--- src/rtl/seq_transmit.sv ---
// -----------------------------------------------------------------------------
// seq_transmit
//   Serial pattern transmitter. A latched N-bit pattern is shifted out MSB
//   first, one bit per clock, on a single registered line. The frame can be
//   repeated `rep` times with GAP idle (a=0) cycles between frames. The bit
//   order is the one a shift-left receiver comparing its last N bits against
//   the same pattern expects, so a loopback yields a detection.
//
// Optional feature (compile-time macro SEQ_TX_PARITY_EN):
//   when defined, every frame carries one extra trailing bit, the even parity
//   of the latched pattern. Undefined (default): frames are exactly N bits.
//
// Ports:
//   clk    in   system clock, rising edge
//   reset  in   synchronous, active-high reset
//   start  in   transmit request, accepted only while ready=1
//   seq    in   [N-1:0] pattern, sampled at acceptance only
//   rep    in   [REP_W-1:0] frame count, 0 behaves as 1
//   a      out  serial data (registered)
//   ready  out  high in IDLE; a start is accepted in this cycle
//   busy   out  high while sending frames or gaps
//   done   out  one-cycle pulse in the first IDLE cycle after the last frame
// -----------------------------------------------------------------------------
module seq_transmit #(
    parameter int N     = 6,
    parameter int GAP   = 2,
    parameter int REP_W = 4
) (
    input  logic             clk,
    input  logic             reset,
    input  logic             start,
    input  logic [N-1:0]     seq,
    input  logic [REP_W-1:0] rep,
    output logic             a,
    output logic             ready,
    output logic             busy,
    output logic             done
);

`ifdef SEQ_TX_PARITY_EN
    localparam int FRAME_LEN = N + 1;
`else
    localparam int FRAME_LEN = N;
`endif
    localparam int BW = $clog2(FRAME_LEN);
    localparam int GW = (GAP > 0) ? $clog2(GAP + 1) : 1;

    localparam logic [BW-1:0]    LAST_BIT = BW'(FRAME_LEN - 1);
    localparam logic [GW-1:0]    GAP_LAST = GW'((GAP > 0) ? GAP - 1 : 0);
    localparam logic [REP_W-1:0] REP_ONE  = REP_W'(1);

    typedef enum logic [1:0] {
        ST_IDLE,
        ST_SEND,
        ST_GAP
    } state_e;

    state_e           state_q,    state_d;
    logic [N-1:0]     shreg_q,    shreg_d;
    logic [N-1:0]     hold_q,     hold_d;
    logic [BW-1:0]    bit_cnt_q,  bit_cnt_d;
    logic [GW-1:0]    gap_cnt_q,  gap_cnt_d;
    logic [REP_W-1:0] rep_left_q, rep_left_d;
    logic             done_q,     done_d;
    logic             ready_q,    ready_d;
    logic             busy_q,     busy_d;

    // The line is the MSB of the shift register. The register is empty
    // (all zero) whenever the FSM is in IDLE or GAP, because every frame
    // shifts all of its bits out before leaving SEND.
    assign a     = shreg_q[N-1];
    assign ready = ready_q;
    assign busy  = busy_q;
    assign done  = done_q;

    // NOTE: every signal driven here gets its default first, so no path
    // leaves a variable unassigned and no latch is inferred.
    always_comb begin
        state_d    = state_q;
        shreg_d    = shreg_q;
        hold_d     = hold_q;
        bit_cnt_d  = bit_cnt_q;
        gap_cnt_d  = gap_cnt_q;
        rep_left_d = rep_left_q;
        done_d     = 1'b0;

        case (state_q)
            ST_IDLE: begin
                if (start) begin
                    shreg_d    = seq;
                    hold_d     = seq;
                    rep_left_d = (rep == '0) ? REP_ONE : rep;
                    bit_cnt_d  = '0;
                    state_d    = ST_SEND;
                end
            end

            ST_SEND: begin
                shreg_d   = {shreg_q[N-2:0], 1'b0};
                bit_cnt_d = bit_cnt_q + BW'(1);
`ifdef SEQ_TX_PARITY_EN
                // After seq[0] the parity bit is queued as the only bit left.
                if (bit_cnt_q == BW'(N - 1)) begin
                    shreg_d = {^hold_q, {(N-1){1'b0}}};
                end
`endif
                if (bit_cnt_q == LAST_BIT) begin
                    bit_cnt_d = '0;
                    if (rep_left_q > REP_ONE) begin
                        rep_left_d = rep_left_q - REP_ONE;
                        if (GAP > 0) begin
                            gap_cnt_d = '0;
                            state_d   = ST_GAP;
                        end else begin
                            // Back-to-back frames: reload without an idle cycle.
                            shreg_d = hold_q;
                        end
                    end else begin
                        state_d = ST_IDLE;
                        done_d  = 1'b1;
                    end
                end
            end

            ST_GAP: begin
                gap_cnt_d = gap_cnt_q + GW'(1);
                if (gap_cnt_q == GAP_LAST) begin
                    gap_cnt_d = '0;
                    shreg_d   = hold_q;
                    bit_cnt_d = '0;
                    state_d   = ST_SEND;
                end
            end

            default: state_d = ST_IDLE;
        endcase

        // Status outputs are registered from the next state so they line up
        // with the state they describe.
        ready_d = (state_d == ST_IDLE);
        busy_d  = ~ready_d;
    end

    // NOTE: sequential state uses non-blocking assignments so every flop
    // samples the pre-edge values, independent of statement order.
    always_ff @(posedge clk) begin
        if (reset) begin
            state_q    <= ST_IDLE;
            shreg_q    <= '0;
            hold_q     <= '0;
            bit_cnt_q  <= '0;
            gap_cnt_q  <= '0;
            rep_left_q <= '0;
            done_q     <= 1'b0;
            ready_q    <= 1'b1;
            busy_q     <= 1'b0;
        end else begin
            state_q    <= state_d;
            shreg_q    <= shreg_d;
            hold_q     <= hold_d;
            bit_cnt_q  <= bit_cnt_d;
            gap_cnt_q  <= gap_cnt_d;
            rep_left_q <= rep_left_d;
            done_q     <= done_d;
            ready_q    <= ready_d;
            busy_q     <= busy_d;
        end
    end

endmodule

--- config.mk ---
export PLATFORM = sky130hd
export DESIGN_NAME = seq_transmit
export DESIGN_NICKNAME = d
export VERILOG_FILES = /design/src/rtl/seq_transmit.sv
export SDC_FILE = /design/constraint.sdc
export NUM_CORES = 1
export LEC_CHECK = 0
export CAP_MARGIN = 40
export CORE_MARGIN = 8
export CORE_UTILIZATION = 54
export DETAILED_ROUTE_END_ITERATION = 7
export GPL_TIMING_DRIVEN = 0
export PLACE_DENSITY_LB_ADDON = 0.3
export SYNTH_ARGS = -nofsm -noshare
export SYNTH_HDL_FRONTEND = slang
export SYNTH_SLANG_ARGS = --single-unit
export TNS_END_PERCENT = 10
--- constraint.sdc ---
create_clock -name clk -period 2.2 [get_ports clk]
set_input_delay 0.44 -clock clk [delete_from_list [all_inputs] [get_ports clk]]
set_output_delay 0.44 -clock clk [all_outputs]
set_load 0.02 [all_outputs]
==> impl_metrics.py <==
metrics = {
    "sta": {
        "tns_ns": 0,
        "rsz0062_at_grt": "no",
        "fmax_mhz": 543,
        "worst_pin_slew_ns": 0.487,
        "setup_viol": 0,
        "clock_skew_ns": 0.00450,
        "finalHoldViolCount": 0,
        "slew_viol_final": 0,
        "period_share": 0.837,
        "final.min_clock_period_ns": 1.84,
        "slew_headroom": 0.675,
    },
    "clocking": {
        "postCtsSetupBuffers": 0,
        "post_cts_resized": 0,
        "htree_num_levels": 1,
        "ctsHoldBuffers": 0,
        "cts_tree": "done",
        "cts_inserted_buffers": 3,
        "cts-root-buf": "clkbuf_4",
        "clk_path_buf_depth": 2,
        "clock-sinks": 26,
        "path_clk_slew_ns": 0.15,
        "clk_latency_ns": 0.32,
    },
    "critical_path": {
        "ff2ff_setup_slack_ns": 0.36,
        "r2r-end": "shreg_q[0]$_SDFFE_PP0P_",
        "r2r_cells": 6,
        "crit_arrival_ns": 2.05,
        "crit_family": "compound AO/OA/AOI/OAI gates",
        "critical-path-slowest-cell": "dfxtp_1",
        "crit_chain": "inv_1, ha_1, and2b_4, a211o_4, a311oi_1, nor3_1",
        "max_stage_delay_ns": 0.43,
        "cp.required_ns": 2.40,
        "end_kind": "register",
        "cp_max_fo": 9,
        "critPathLaunchType": "register",
        "cp_num_buf_inv": 1,
        "reg2reg_from": "state_q[0]$_SDFF_PP0_",
        "critPathKind": "reg -> reg",
    },
    "global_routing": {
        "grt_max_degree": 16,
        "grtUsageTotal": 0.151,
        "grt-ovfl-total": 0,
        "antenna_found_initial": 0,
        "grt_pass1_vias": 1238,
        "grt_pass1_wl_mm": 5.49,
    },
    "routing": {
        "drc": 0,
        "ant_nets": 0,
        "dr.pass1.iters": 4,
        "drt_wl_total_mm": 3.18,
        "avgViaCountPerCell": 5.89,
        "wl_per_cell_um": 15.1,
        "vias": 1237,
        "drtIter0Drc": 46,
    },
    "layout": {
        "nNetsFinal": 201,
        "antennaDiodeCount": 0,
        "drive_gt1_frac": 0.117,
        "area_delta_synth_final_pct": 16.8,
        "final_util": 0.667,
    },
    "logic_synthesis": {
        "syn_inst": 161,
        "ys_async_sr_fraction": 0,
        "synth_top_area_frac": 0.365,
        "yosys.area.top_type": "dfxtp_1",
        "synthFlopType": "dfxtp_1",
        "synth-edff-count": 0,
        "synth.avg_cell_area_um2": 8.87,
        "ys_seq_area_frac": 0.365,
        "syn_nets": 181,
        "ys_warn_count": 0,
        "synth-seq-cells": 26,
        "ys_types": 50,
        "ys_top_cells_by_area": "dfxtp_1 (36%), nand2_1 (6.8%), ha_1 (6.1%)",
        "synth_common_cells": "dfxtp_1 (26), nand2_1 (26), a21oi_1 (17), inv_1 (8)",
        "syn_area_um2": 1430,
    },
    "floorplan": {
        "die_h_um": 67.4,
        "die_x_um": 67.4,
        "start_util": 0.571,
        "core_area_um2": 2500,
        "rows": 18,
        "die-area_um2": 4540,
        "ios": 17,
    },
    "run": {
        "drv_cap": 0,
    },
    "power_and_ir_drop": {
        "ir_drop_mv": 0.571,
        "p_leak_nw": 0.600,
        "pwr_density_cell_nw_per_um2": 667,
        "power_w": 0.00111,
    },
    "placed_design": {
        "gp_congestion": 0.900,
        "port_buffers": 15,
        "dp_hpwl_mm": 2.39,
    },
    "hold_path": {
        "hold_end": "hold_q[2]$_SDFFE_PP0P_",
        "whs_path_depth": 2,
        "hp-start": "hold_q[2]$_SDFFE_PP0P_",
        "hold_path_class": "reg -> reg",
    },
    "run_status": {
        "outcome": "complete, no violations",
    },
}
worst max path at each step:
| stage | start | slack, ns | to | depth (start not counted) |
|---|---|---|---|---|
| after floorplan | state_q[0]$_SDFF_PP0_ | 0.55 | busy$_SDFF_PP0_ | 6 |
| after CTS | state_q[0]$_SDFF_PP0_ | 0.34 | shreg_q[0]$_SDFFE_PP0P_ | 6 |
| after global routing | rep_left_q[0]$_SDFFE_PP0P_ | 0.20 | rep_left_q[0]$_SDFFE_PP0P_ | 6 |
| final | state_q[0]$_SDFF_PP0_ | 0.36 | shreg_q[0]$_SDFFE_PP0P_ | 6 |
| after detailed placement | start | 0.15 | shreg_q[0]$_SDFFE_PP0P_ | 5 |
| after global placement | start | 0.17 | shreg_q[0]$_SDFFE_PP0P_ | 5 |
per-layer routing:
metal / vias up / wire length, um / track usage
met2: 22 / 1570 / 0.271
met3: 5 / 86 / 0.0232
met5: - / 0 / 0
met1: 592 / 1490 / 0.177
li1: 618 / - / -
met4: 0 / 38 / 0.0522
stage by stage:
stage                     cell area, um2  worst slack (ns)  instances  hold WS (ns)
after floorplan                     1430             0.547        161         0.436
after CTS                           1670             0.339        210         0.466
after detailed placement            1620             0.151        206         0.446
final                               1670             0.358        210         0.465
after global placement              1620             0.166        206         0.444
after global routing                1670             0.200        210         0.490
flip-flops by register name, indices dropped and copies added, names as in the netlist:
name,flops
bit_cnt_q,3
busy,1
done,1
gap_cnt_q,2
hold_q,6
ready,1
rep_left_q,4
shreg_q,6
state_q,2
worst min-delay path: cells and delay by family (launching register included):
kind | cells | cell delay, ns
flip-flops | 1 | 0.33
AND/OR/NAND/NOR | 1 | 0.05
AO/OA/AOI/OAI | 1 | 0.05
layout by cell type, fill, tap and decap left out, types with 3 or more instances in the layout:
cell type / instances
nand2_1: 26
o211ai_1: 7
nor2_1: 3
a21oi_1: 17
inv_1: 8
a22oi_1: 5
o21ai_0: 3
dfxtp_1: 26
clkdlybuf4s50_1: 15
clkbuf_1: 5
a211oi_1: 3
ha_1: 7
nor3_1: 3
mux2i_1: 3
nor2b_1: 4
clkbuf_4: 3
cell type report:
class	count	area [um2]
Clock buffer	3	22.5
Fill cell	207	832
Timing Repair Buffer	15	150
Tap cell	30	37.5
Clock inverter	1	30.0
Buffer	9	51.3
Multi-Input combinational cell	118	826
Sequential cell	26	520
Inverter	8	30.0
power breakdown:
part	internal, W	switching [W]
clock	0.000184	0.000144
combinational	0.000114	0.000138
sequential	0.000507	0.0000261
total	0.000805	0.000308
logic make-up (layout without fill, tap and decap cells):
family / count (synthesis) / after routing / synth area share
compound gates: 52 / 52 / 0.280
fa+ha+maj: 7 / 7 / 0.0613
buf+inv: 17 / 36 / 0.0570
flops: 26 / 26 / 0.365
mux: 3 / 3 / 0.0210
simple gates: 56 / 56 / 0.216
(Power assumes the default switching activity.)
